## src/rtl/seq_pkg.sv

```systemverilog
// Shared state encoding, opcode constants and defaults for instr_sequencer.
package seq_pkg;

  typedef enum logic [2:0] {
    S_IDLE     = 3'd0,
    S_FETCH    = 3'd1,
    S_READ_IR  = 3'd2,
    S_DECODE   = 3'd3,
    S_EXEC_MEM = 3'd4,
    S_HALT     = 3'd5,
    S_FAULT    = 3'd6
  } state_t;

  // Memory-operand instruction captured in DECODE and used during EXEC_MEM.
  typedef enum logic [1:0] {
    MOP_LDA,
    MOP_ADD,
    MOP_STA
  } mem_op_t;

  localparam int OP_NOP = 0;
  localparam int OP_LDA = 1;
  localparam int OP_ADD = 2;
  localparam int OP_STA = 3;
  localparam int OP_JMP = 4;
  localparam int OP_JZ  = 5;
  localparam int OP_HLT = 15;

  localparam int MEM_TIMEOUT_DEF = 15;
  localparam int WAIT_W          = 4;

endpackage

```

## src/rtl/instr_sequencer.sv

```systemverilog
// Control sequencer for a small accumulator CPU: fetch/decode/execute FSM with memory-wait timeout.
// Define SEQ_STEP_EN to gate the exit from FETCH on the step input (single-step mode).
module instr_sequencer
  import seq_pkg::*;
#(
  parameter int OPC_W       = 4,
  parameter int MEM_TIMEOUT = MEM_TIMEOUT_DEF
) (
  input  logic             clk,
  input  logic             rst,
  input  logic             run,
  input  logic [OPC_W-1:0] opcode,
  input  logic             zero,
  input  logic             mem_ready,
  input  logic             step,
  output logic             pc_inc,
  output logic             pc_load,
  output logic             mar_load,
  output logic             mar_sel_ir,
  output logic             ir_load,
  output logic             acc_load,
  output logic             alu_add,
  output logic             mem_req,
  output logic             mem_we,
  output logic             halted,
  output logic             fault,
  output logic [2:0]       state
);

  // The fault fires in the cycle the counter would reach MEM_TIMEOUT, so a
  // memory stall gets exactly MEM_TIMEOUT wait cycles before faulting.
  localparam logic [WAIT_W-1:0] LAST_WAIT = WAIT_W'(MEM_TIMEOUT - 1);

  state_t            cur;
  mem_op_t           op_q;
  logic [WAIT_W-1:0] wait_cnt;
  logic              fetch_go;
  logic              timeout;
  logic              dec_mem, dec_jmp, dec_jz, dec_hlt;
  mem_op_t           dec_op;

`ifdef SEQ_STEP_EN
  assign fetch_go = step;
`else
  logic unused_step;
  assign unused_step = step;
  assign fetch_go    = 1'b1;
`endif

  assign timeout = !mem_ready && (wait_cnt == LAST_WAIT);
  assign state   = cur;

  // NOTE: every combinational output gets a default first so no path infers a latch.
  always_comb begin
    dec_mem = 1'b0;
    dec_jmp = 1'b0;
    dec_jz  = 1'b0;
    dec_hlt = 1'b0;
    dec_op  = MOP_LDA;
    case (opcode)
      OPC_W'(OP_LDA): begin dec_mem = 1'b1; dec_op = MOP_LDA; end
      OPC_W'(OP_ADD): begin dec_mem = 1'b1; dec_op = MOP_ADD; end
      OPC_W'(OP_STA): begin dec_mem = 1'b1; dec_op = MOP_STA; end
      OPC_W'(OP_JMP): dec_jmp = 1'b1;
      OPC_W'(OP_JZ):  dec_jz  = 1'b1;
      OPC_W'(OP_HLT): dec_hlt = 1'b1;
      default: ;
    endcase
  end

  // NOTE: state registers use non-blocking assignments so every flop samples pre-edge values.
  always_ff @(posedge clk or posedge rst) begin
    if (rst) begin
      cur      <= S_IDLE;
      op_q     <= MOP_LDA;
      wait_cnt <= '0;
    end else begin
      case (cur)
        S_IDLE: if (run) cur <= S_FETCH;
        S_FETCH: begin
          if (fetch_go) begin
            cur      <= S_READ_IR;
            wait_cnt <= '0;
          end
        end
        S_READ_IR, S_EXEC_MEM: begin
          // A ready strobe in the timeout cycle still completes the access.
          if (mem_ready) begin
            cur <= (cur == S_READ_IR) ? S_DECODE : S_FETCH;
          end else begin
            wait_cnt <= wait_cnt + WAIT_W'(1);
            if (timeout) cur <= S_FAULT;
          end
        end
        S_DECODE: begin
          if (dec_mem) begin
            cur      <= S_EXEC_MEM;
            op_q     <= dec_op;
            wait_cnt <= '0;
          end else if (dec_hlt) begin
            cur <= S_HALT;
          end else begin
            cur <= S_FETCH;
          end
        end
        S_HALT, S_FAULT: cur <= cur;
        default: cur <= S_FAULT;
      endcase
    end
  end

  // Strobes are Mealy on mem_ready/zero so a ready cycle loads without an extra wait state.
  always_comb begin
    pc_inc     = 1'b0;
    pc_load    = 1'b0;
    mar_load   = 1'b0;
    mar_sel_ir = 1'b0;
    ir_load    = 1'b0;
    acc_load   = 1'b0;
    alu_add    = 1'b0;
    mem_req    = 1'b0;
    mem_we     = 1'b0;
    halted     = 1'b0;
    fault      = 1'b0;
    case (cur)
      S_FETCH: mar_load = fetch_go;
      S_READ_IR: begin
        mem_req = 1'b1;
        ir_load = mem_ready;
        pc_inc  = mem_ready;
      end
      S_DECODE: begin
        if (dec_mem) begin
          mar_load   = 1'b1;
          mar_sel_ir = 1'b1;
        end
        pc_load = dec_jmp || (dec_jz && zero);
      end
      S_EXEC_MEM: begin
        mem_req  = 1'b1;
        mem_we   = (op_q == MOP_STA);
        acc_load = mem_ready && (op_q != MOP_STA);
        alu_add  = mem_ready && (op_q == MOP_ADD);
      end
      S_HALT:  halted = 1'b1;
      S_FAULT: fault  = 1'b1;
      default: ;
    endcase
  end

endmodule

```

## config.mk

```make
export PLATFORM = sky130hd
export DESIGN_NAME = instr_sequencer
export DESIGN_NICKNAME = d
export VERILOG_FILES = /design/src/rtl/seq_pkg.sv /design/src/rtl/instr_sequencer.sv
export SDC_FILE = /design/constraint.sdc
export NUM_CORES = 1
export LEC_CHECK = 0
export ABC_AREA = 0
export CELL_PAD_IN_SITES_DETAIL_PLACEMENT = 0
export CELL_PAD_IN_SITES_GLOBAL_PLACEMENT = 1
export CORE_MARGIN = 1.5
export CORE_UTILIZATION = 34
export CTS_CLUSTER_DIAMETER = 40
export DETAILED_ROUTE_END_ITERATION = 12
export PLACE_DENSITY = 0.8
export SLEW_MARGIN = 20
export SYNTH_ARGS = -nofsm -noshare
export SYNTH_HDL_FRONTEND = slang
export SYNTH_SLANG_ARGS = --single-unit
```

## constraint.sdc

```tcl
create_clock -name clk -period 4.3 [get_ports clk]
set_input_delay 0.86 -clock clk [delete_from_list [all_inputs] [get_ports clk]]
set_output_delay 0.86 -clock clk [all_outputs]
set_load 0.05 [all_outputs]
```

**Yosys cells after proc, flatten, opt, wreduce, memory -nomap -nowiden**

Cells that the tools add are included.

- Bits in registers: 9
- Input bits: 10
- Output and inout bits: 14
- Word-level logic and storage cells: 65

- Add/sub/neg operators: 1
- Equal/unequal tests: 20
- Muxes and demuxes: 26
- Bitwise logic cells: 1
- Reductions and logical operators: 14

Operators by type and width:

| kind | count |
|---|---|
| $mux 3 | 5 |
| $pmux 3 s5 | 1 |
| $mux 1 | 14 |
| $pmux 4 s3 | 1 |
| $eq 3x3->1 const B | 3 |
| $eq 4x2->1 const B | 2 |
| $eq 4x3->1 const B | 2 |
| $eq 4x4->1 const B | 2 |
| $mux 4 | 2 |
| $ne 2x2->1 const B | 4 |
| $eq 3x2->1 const B | 2 |
| $reduce_and 3->1 | 2 |
| $add 4x1->4 const B | 1 |
| $eq 4x1->1 const B | 1 |
| $logic_and 1x1->1 | 4 |
| $pmux 2 s2 | 1 |
| $reduce_or 2->1 | 2 |
| $eq 3x1->1 const B | 1 |
| $logic_not 3->1 | 1 |
| $ne 3x1->1 const B | 1 |
| $reduce_bool 3->1 | 1 |
| $reduce_or 3->1 | 1 |
| $eq 2x1->1 const B | 1 |
| $eq 2x2->1 const B | 1 |
| 6 further kinds | 6 |

**Logic depth before layout (Yosys ltp)**

Gate-level depths: netlist of the first run.

- Depth after elaboration: 5
- Mapped depth: 6
- Depth with buffers taken out: 6

**Worst setup path before layout of the first run**

No wires, ideal clock.

- Kind: input -> output
- Start point: in opcode[3]
- End point: out pc_load
- Arrival: 2731 ps
- Data required time: 3440 ps
- Setup slack: 709 ps
- Stages: 2
- Buffers on the path: 0
- Cell sequence: nand4bb_1 > nor4b_1

- Cells in the longest elaborated chain, start to end: 5
- Elaborated cells on any way between the ends: 7
- Those cells by class: eq/ne (2); mux (3); reduce/logical (2)

RTL lines:

| what | line | text |
|---|---|---|
| from (decl) | instr_sequencer.sv:12 | `input logic [OPC_W-1:0] opcode,` |
| $eq 4x3->1 | instr_sequencer.sv:60 | `case (opcode)` |
| $mux 1 | instr_sequencer.sv:60 |  |
| $logic_and 1x1->1 | instr_sequencer.sv:137 | `pc_load = dec_jmp \|\| (dec_jz && zero);` |
| $logic_or 1x1->1 (*) | instr_sequencer.sv:137 |  |
| $mux 1 (*) | instr_sequencer.sv:125 | `case (cur)` |
| to (decl) | instr_sequencer.sv:17 | `output logic pc_load,` |

Every way passes the cells marked *; elsewhere a longest branch is shown, timed or not.

**Worst setup path in the final report of the first run**

- Start point: in opcode[0]
- End point: out mar_load

- Cells in the longest elaborated chain, start to end: 5
- Elaborated cells on any way between the ends: 7
- Those cells by class: eq/ne (3); mux (3); reduce/logical (1)

RTL lines:

| what | line | text |
|---|---|---|
| $eq 4x2->1 or $eq 4x1->1 (tied branches) | instr_sequencer.sv:60 |  |
| $reduce_or 3->1 (no source line) (*) | n/a |  |
| $mux 1 (*) | instr_sequencer.sv:60 |  |
| $mux 1 (*) | instr_sequencer.sv:133 | `if (dec_mem) begin` |
| $pmux 1 s2 (*) | instr_sequencer.sv:125 |  |
| to (decl) | instr_sequencer.sv:18 | `output logic mar_load,` |

Marks and branches as above.

==> results.md, run 1 <==
- Worst Max-Slew Pin Slew: 0.505 ns
- TritonCTS buffer count: 3
- GR Overflow Total: 0
- Largest net degree at the start of global routing: 16
- Library cells used by synthesis: 36
- Cells taking the most area after synthesis: dfrtp_1, nand2b_1, inv_1, ha_1, nor3_1
- Clock tree buffer depth: 2
- Syn nets: 92
- Average cell area after synthesis: 8.54 um2
- Startpoint types: primary input
- TritonCTS clock tree: built
- Static power due to leakage: 0.392 nW
- Final setup fails: 0
- Clock transition at the registers of the reported paths: 0.06 ns
- DR pass1 iterations: 4
- Layout fillers: 216
- I/O pins: 24
- RSZ-0062 raised after global routing: false
- Post-CTS repair timing setup buffer count: 0
- Achievable frequency: 268 MHz
- Max Cap Viol: 0
- Arrival @ worst endpoint: 2.87 ns
- Footprint of the multi-input gates: 398 um2
- TNS Setup: 0 ns
- Worst Hold Class: register to register
- Floorplan die height: 47.8 um
- Part of the Yosys area used for sequential elements: 0.330
- Placed cell count: 124
- Total of flip-flops plus latches after synthesis: 9
- Vias in the first global route: 534
- Clock tree skew after final layout: 0.00464 ns
- Overall die width: 47.8 um
- Final cell count without fillers: 128
- Vias per cell: 5.03
- Areal power density over the cells: 464 nW/um2
- Ys async rst share: 1.00
- Post-Syn Area: 683 um2
- Port bufs: 22
- Top fanout value on the critical path: 5
- Diode count: 0
- Total global-route track usage: 0.146
- FF+latch area: 225 um2
- Clock root buffer: clkbuf_4
- RD Place Congestion: 0.788
- Worst endpoint required time: 3.44 ns
- Post-cts hold buffer count: 0
- Final slew viol count: 0
- Yosys warning count: 0
- Number of synthesized flops with an enable pin: 0
- # nets final: 114
- Worst setup path category: primary input to primary output
- Clock Sink Count: 9
- Total Routed Length: 1490 um
- Number of hold violations in the final report: 0
- Peak ir drop on the vdd network: 231 uV
- Max-Slew Margin vs Limit: 0.662
- Wire length of the first global-routing pass: 2330 um
- Post-route worst setup slack: 0.574 ns
- Routed wire per std cell: 11.6 um
- First DRT Iteration DRCs: 5
- FP Rows: 16
- Shortest period the worst path allows: 3.73 ns
- # DRC: 0
- Gate Count Post-Synth: 80
- Ratio of final minimum period to clock period: 0.867
- Worst-case setup slack after placement: 0.563 ns
- # H-tree levels: 1
- Worst hold margin: 0.548 ns
- CORE AREA: 1920 um2
- DR vias: 644
- Predominant post-synthesis flop cell: dfrtp_1
- Antenna violations before repair: 0
- Floorplan die area: 2290 um2
- Area share of the leading cell type in the synthesized netlist: 0.330
- Status: finished clean
- Share of post-route cells with drive strength above 1: 0.0891
- Detailed placer's ending HPWL: 1170 um
- Synth-to-Final Area Change: 37.2%
- Worst skew pair latency: 0.25 ns
- CTS-repair resized insts: 0
- Initial standard-cell utilization of the core: 0.355
- Endpoint type of the worst setup path: primary output
- Count of nets left with antenna violations after detail routing: 0
- Cell type with the highest aggregate area in the netlist: dfrtp_1
worst paths after layout:
check / endpoint / startpoint / slack [ns] / depth (start not counted)
max: mar_load / opcode[0] / 0.57 / 5
min: wait_cnt[2] / wait_cnt[2] / 0.55 / 1
max reg2reg: wait_cnt[0] / state[2] / 2.72 / 4
min reg2reg: wait_cnt[2] / wait_cnt[2] / 0.55 / 1
max in group asynchronous: wait_cnt[1] / rst / 3.20 / 2
min in group asynchronous: wait_cnt[0] / rst / 0.86 / 2
per-stage QoR:
step	cell area (um2)	power, mW	utilization
finish	937	0.435	0.488
detailed placement	911	0.373	0.474
global route	937	0.467	0.488
global placement	911	0.371	0.474
CTS	937	0.439	0.488
floorplan	683	0.314	-
synthesized netlist by cell type (2+ instances only):
| master | count |
|---|---|
| a21o_1 | 2 |
| o22ai_1 | 2 |
| o21ai_0 | 3 |
| and2_1 | 2 |
| nor2b_1 | 3 |
| nor3_1 | 4 |
| nor2_1 | 5 |
| nand2_1 | 4 |
| buf_2 | 3 |
| a21oi_1 | 2 |
| inv_1 | 8 |
| and3_1 | 3 |
| ha_1 | 2 |
| dfrtp_1 | 9 |
| a22o_1 | 2 |
| nand3_1 | 2 |
| nand2b_1 | 5 |
cell type report:
type / count / share of cell area
Tap cell: 27 / 0.0360
Timing Repair Buffer: 22 / 0.235
Multi-Input combinational cell: 57 / 0.425
Clock buffer: 4 / 0.0280
Sequential cell: 9 / 0.240
Inverter: 9 / 0.0360
state kept, by name, summed over array words and instances, names as in the netlist:
| signal | cells |
|---|---|
| wait_cnt | 4 |
| state | 3 |
| op_q | 2 |
cell usage in the layout, fill, tap and decap left out, types with 2 or more instances in the layout:
master           instances
a21o_1                   2
a21oi_1                  2
a22o_1                   2
and2_1                   2
and3_1                   3
clkbuf_4                 3
clkdlybuf4s50_1         22
dfrtp_1                  9
ha_1                     2
inv_1                    8
nand2_1                  4
nand2b_1                 5
nand3_1                  2
nor2_1                   5
nor2b_1                  3
nor3_1                   4
o21ai_0                  3
o22ai_1                  2
critical path: stages:
cell and delay, ns:
clkdlybuf4s50_1 0.56, nor2_1 0.09, o31ai_1 0.38, and2_1 0.19, clkdlybuf4s50_1 0.79
per-layer routing:
metal | wire (um) | up-vias | global-route usage
met5 | 0 | - | 0
met2 | 695 | 10 | 0.227
li1 | - | 329 | -
met4 | 0 | 0 | 0.0486
met3 | 45 | 0 | 0.0151
met1 | 750 | 305 | 0.212
cells by family after synthesis:
| logic type | after synthesis | share of synthesized area |
|---|---|---|
| AO/OA/AOI/OAI | 22 | 0.260 |
| adder cells (fa/ha/maj) | 2 | 0.0366 |
| multiplexers | 1 | 0.0165 |
| AND/OR/NAND/NOR | 32 | 0.269 |
| flip-flops | 9 | 0.330 |
| buffers and inverters | 14 | 0.0879 |
report_power, final:
part | switching (mW) | leakage (nW) | internal [mW] | total, mW
combinational | 0.121 | 0.273 | 0.0949 | 0.216
sequential | 0.0379 | 0.105 | 0.117 | 0.155
clock | 0.0285 | 0.0150 | 0.0357 | 0.0642
Power figures use the tool's default switching activity.
==> run 2: changes to the inputs <==
--- a/config.mk
+++ b/config.mk
@@ -8,10 +8,10 @@
 export ABC_AREA = 0
 export CELL_PAD_IN_SITES_DETAIL_PLACEMENT = 0
 export CELL_PAD_IN_SITES_GLOBAL_PLACEMENT = 1
-export CORE_MARGIN = 1.5
 export CORE_UTILIZATION = 34
 export CTS_CLUSTER_DIAMETER = 40
 export DETAILED_ROUTE_END_ITERATION = 12
+export GPL_TIMING_DRIVEN = 0
 export PLACE_DENSITY = 0.8
 export SLEW_MARGIN = 20
 export SYNTH_ARGS = -nofsm -noshare
==> run 2 against run 1 <==
Sequential power decreased by 5%. Critical path type unchanged. Hold slack barely moved. Clock skew fell by 0.0028 ns. Via count rose by 6.4%.
==> results.md, run 2 (synthesized netlist as in run 1, its figures left out) <==
- Total power of the final layout: 0.449 mW
- RSZ-0062 raised after global routing: false
- DR vias: 685
- Port bufs: 21
- Flip-flop count of the largest register after layout: 4
- Footprint of the multi-input gates: 398 um2
- Vias per cell: 5.27
- Endpoint type of the worst setup path: primary output
- Worst endpoint required time: 3.44 ns
- Max Cap Viol: 0
- Reg2reg start: state[0]
- Status: finished clean
- FF-to-FF path depth: 5
- Commonest cells after routing, fill and taps aside: clkdlybuf4s50_1, dfrtp_1, inv_1
- TritonCTS clock tree: built
- Reg-to-reg endpoint: wait_cnt[0]
- GR Overflow Total: 0
- Worst Max-Slew Pin Slew: 0.497 ns
- Synth-to-Final Area Change: 39.2%
- Clock tree buffer depth: 2
- CORE AREA: 1800 um2
- Final setup fails: 0
- Worst setup path category: primary input to primary output
- Ratio of final minimum period to clock period: 0.870
- Floorplan die height: 46.8 um
- Most common cell after layout, fill and taps aside: clkdlybuf4s50_1
- FP Rows: 15
- Clock root buffer: clkbuf_4
- I/O pins: 24
- Top fanout value on the critical path: 5
- Worst skew pair latency: 0.26 ns
- Static power due to leakage: 0.406 nW
- Worst Hold Class: register to register
- Total Routed Length: 1690 um
- First DRT Iteration DRCs: 18
- Antenna violations before repair: 0
- # nets final: 118
- Clock transition at the registers of the reported paths: 0.07 ns
- Detailed placer's ending HPWL: 1240 um
- Post-cts hold buffer count: 0
- TritonCTS buffer count: 3
- RD Place Congestion: 0.756
- Clock tree skew after final layout: 0.00188 ns
- Areal power density over the cells: 472 nW/um2
- Final slew viol count: 0
- Clock Sink Count: 9
- Number of hold violations in the final report: 0
- Instance count along the most critical hold path: 1
- Min-Delay Endpoint: op_q[0]
- Largest Register: wait_cnt
- Max-Slew Margin vs Limit: 0.667
- # H-tree levels: 1
- Achievable frequency: 267 MHz
- CTS-repair resized insts: 0
- Overall die width: 46.8 um
- Shortest period the worst path allows: 3.74 ns
- Vias in the first global route: 627
- Startpoint types: primary input
- FF+latch area: 225 um2
- Wire length of the first global-routing pass: 2800 um
- Count of nets left with antenna violations after detail routing: 0
- DR pass1 iterations: 4
- Share of post-route cells with drive strength above 1: 0.124
- Peak ir drop on the vdd network: 229 uV
- Hold Path Origin: op_q[0]
- # DRC: 0
- Initial standard-cell utilization of the core: 0.379
- Layout fillers: 186
- TNS Setup: 0 ns
- Routed wire per std cell: 13.0 um
- Arrival @ worst endpoint: 2.88 ns
- Floorplan die area: 2190 um2
- Diode count: 0
- Total global-route track usage: 0.184
- Post-CTS repair timing setup buffer count: 0
- Largest net degree at the start of global routing: 11
- Setup slack, reg-to-reg: 2.73 ns
## run 2: final cells by class
cell class	instances	share of cell area
buffer	5	0.0276
clock buffer	4	0.0276
inverter	9	0.0355
multi-input combinational	57	0.418
sequential	9	0.237
tap	25	0.0329
timing repair buffer	21	0.221
## run 2: layer usage
layer / GRT usage / routed length, um
met1: 0.258 / 822
met2: 0.283 / 798
met3: 0.0346 / 53
met4: 0.0686 / 11
met5: 0 / 0
## run 2: how the worst max path moves through the flow
stage | from | to | cells past startpoint
4_1_cts | opcode[0] | mar_load | 5
6_report | opcode[0] | mar_load | 5
5_1_grt | opcode[0] | mar_load | 5
3_5_place_dp | opcode[0] | mar_load | 5
2_1_floorplan | opcode[3] | pc_load | 2
3_3_place_gp | opcode[0] | mar_load | 5
## run 2: per-stage QoR
step	cell area [um2]	hold slack [ns]	setup slack (ns)	std cells	utilization
5_1_grt	951	0.561	0.454	130	0.528
3_5_place_dp	925	0.542	0.570	126	0.513
3_3_place_gp	925	0.533	0.552	126	0.513
2_1_floorplan	683	0.500	0.709	80	-
6_report	951	0.548	0.558	130	0.528
4_1_cts	951	0.558	0.558	130	0.528
## run 2: where the power goes
| group | switching, mW | internal (mW) | total (mW) | leakage (nW) |
|---|---|---|---|---|
| sequential | 0.0297 | 0.117 | 0.147 | 0.105 |
| combinational | 0.134 | 0.100 | 0.234 | 0.286 |
| clock | 0.0317 | 0.0358 | 0.0675 | 0.0150 |
## run 2: critical path: stages
cell and delay [ns]:
clkdlybuf4s50_1 0.55, nor2_1 0.09, o31ai_1 0.39, and2_1 0.20, clkdlybuf4s50_1 0.80
==> RTL change, RTL diff (flow settings as in run 2) <==
Build with the macro `SEQ_STEP_EN` defined.
--- a/src/rtl/instr_sequencer.sv
+++ b/src/rtl/instr_sequencer.sv
@@ -1,4 +1,6 @@
 // Control sequencer for a small accumulator CPU: fetch/decode/execute FSM with memory-wait timeout.
 // Define SEQ_STEP_EN to gate the exit from FETCH on the step input (single-step mode).
+`define SEQ_STEP_EN
+
 module instr_sequencer
   import seq_pkg::*;
Function: changed (Yosys sat finds a counterexample within 4 cycles, from zero or initial values and one cycle with rst high).
==> RTL change against run 2 <==
Hold slack got worse by 0.013 ns; sequential cell count stayed put; first-iteration DRC count shrank 22%; power rose by 20%; design area increased by 0.79%; sequential share of layout area down 0.19 points; clock skew decreased by 0.0016 ns; wire length down 3.0%; synthesized area shrank 1.8%; clock power is 2% higher; setup slack improved by 0.15 ns.
==> RTL change: results (changes against run 2) <==
| Metric | Value |
|---|---|
| Status | completed |
| Reg-to-Reg End | wait_cnt[1] |
| Clk slew on worst S/H paths | 0.06 ns |
| Min-delay src | wait_cnt[3] |
| Yosys cell types | 34 (-5.6%) |
| Post-Syn Nets | 88 (-4.3%) |
| PortBufs | 23 (+9.5%) |
| Reg2Reg Launch Point | state[2] |
| Initial DRC count | 14 (-4) |
| Slew @ Worst Pin | 0.5028 ns (+0.005535 ns) |
| VDD IR-drop max | 0.0002368 V (+3.5%) |
| Clk_lat worst skew | 0.27 ns |
| Drt pass-1 iters | 3 (-1) |
| Hold WS | 0.5352 ns (-0.01309 ns) |
| Gpl congestion | 0.7213 (-4.6%) |
| First-pass GRT wire length | 2566 um (-8.4%) |
| Commonest cells post-synth | 10 x nor2_1, 9 x dfrtp_1, 6 x inv_1 |
| Post-route insts no fill | 128 (-1.5%) |
| Wirelength, routed | 1635 um (-3.0%) |
| Sequential share of the synthesized area | 0.3358 (+0.006151) |
| Leakage | 0.4419 nW (+9.0%) |
| Share of cells above drive strength 1 | 0.1359 (+0.01211) |
| Share of flip-flops with an asynchronous set or reset | 1.000 (unchanged) |
| CTS H-Tree Depth | 1 (unchanged) |
| Hold buffer count at cts | 0 (unchanged) |
| Syn_area_per_cell | 8.824 sq um (+3.3%) |
| DP Cell Count | 124 (-1.6%) |
| Max Root-Sink Buffers | 2 (unchanged) |
| Dpl hpwl | 1259 um (+1.5%) |
| Area contributors post-synth | dfrtp_1 34%, nor2_1 5.6%, ha_1 3.7% |
| Crit path largest cell delay | 0.86 ns (+0.06 ns) |
| CP arrival | 2.73 ns (-0.15 ns) |
| Layout Skew | 0.0003194 ns (-0.001563 ns) |
| R2R setup slack | 2.68 ns (-0.05 ns) |
| Top reg by flops | wait_cnt |
| Overall Global Routing Usage | 0.1746 (-0.009804) |
| Hold path depth | 1 (unchanged) |
| Drt via density | 4.992 (-5.3%) |
| Hold EP | wait_cnt[3] |
| Vias in the first global route | 600 (-4.3%) |
| Initial antenna violation count | 0 (unchanged) |
[RTL change: worst max path at each step]
stage,end,slack (ns)
floorplan,alu_add,0.80
global placement,mar_load,0.67
detailed placement,mar_load,0.69
CTS,mar_load,0.69
global route,mar_load,0.63
finish,mar_load,0.71
[RTL change: critical path, delay by kind of cell]
family / cells / cell delay (ns)
buffers and inverters: 2 / 1.41
AND/OR/NAND/NOR: 2 / 0.37
AO/OA/AOI/OAI: 1 / 0.10
[RTL change: cell type report]
cell class | count | area, sq um
fill | 184 | 824.5
multi-input combinational | 57 | 394.1
timing repair buffer | 23 | 230.2
sequential | 9 | 225.2
tap | 25 | 31.28
buffer | 4 | 28.78
clock buffer | 4 | 26.28
inverter | 6 | 22.52
[RTL change: logic make-up (layout without fill, tap and decap cells)]
family                     after synthesis  in the layout  synth area share
and+or+nand+nor                         38             38            0.3564
AOI/OAI and AO/OA                       15             15            0.1548
buffers and inverters                   10             37           0.07649
DFF                                      9              9            0.3358
adders and majority gates                2              2           0.03731
muxes                                    2              2           0.03917
[RTL change: routing by layer]
metal,up-vias,track usage,share of wire
met5,-,0,0
met4,0,0.08824,0.015
met3,4,0.03529,0.053
met2,16,0.2778,0.46
met1,287,0.2206,0.48
li1,332,-,-
[RTL change: power by group]
part / switching [mW] / internal [mW]
sequential: 0.0249 / 0.112
combinational: 0.207 / 0.125
clock: 0.0329 / 0.0360
[RTL change: stage by stage]
step           worst slack, ns  power (mW)  cell area, sq um  utilization
6_report                0.7084      0.5375             958.4       0.5375
5_1_grt                 0.6262      0.5734             958.4       0.5375
4_1_cts                 0.6882      0.5423             958.4       0.5375
3_5_place_dp            0.6921      0.4705             932.1       0.5228
3_3_place_gp            0.6715      0.4653             932.1       0.5228
2_1_floorplan           0.7984      0.3743             670.6            -
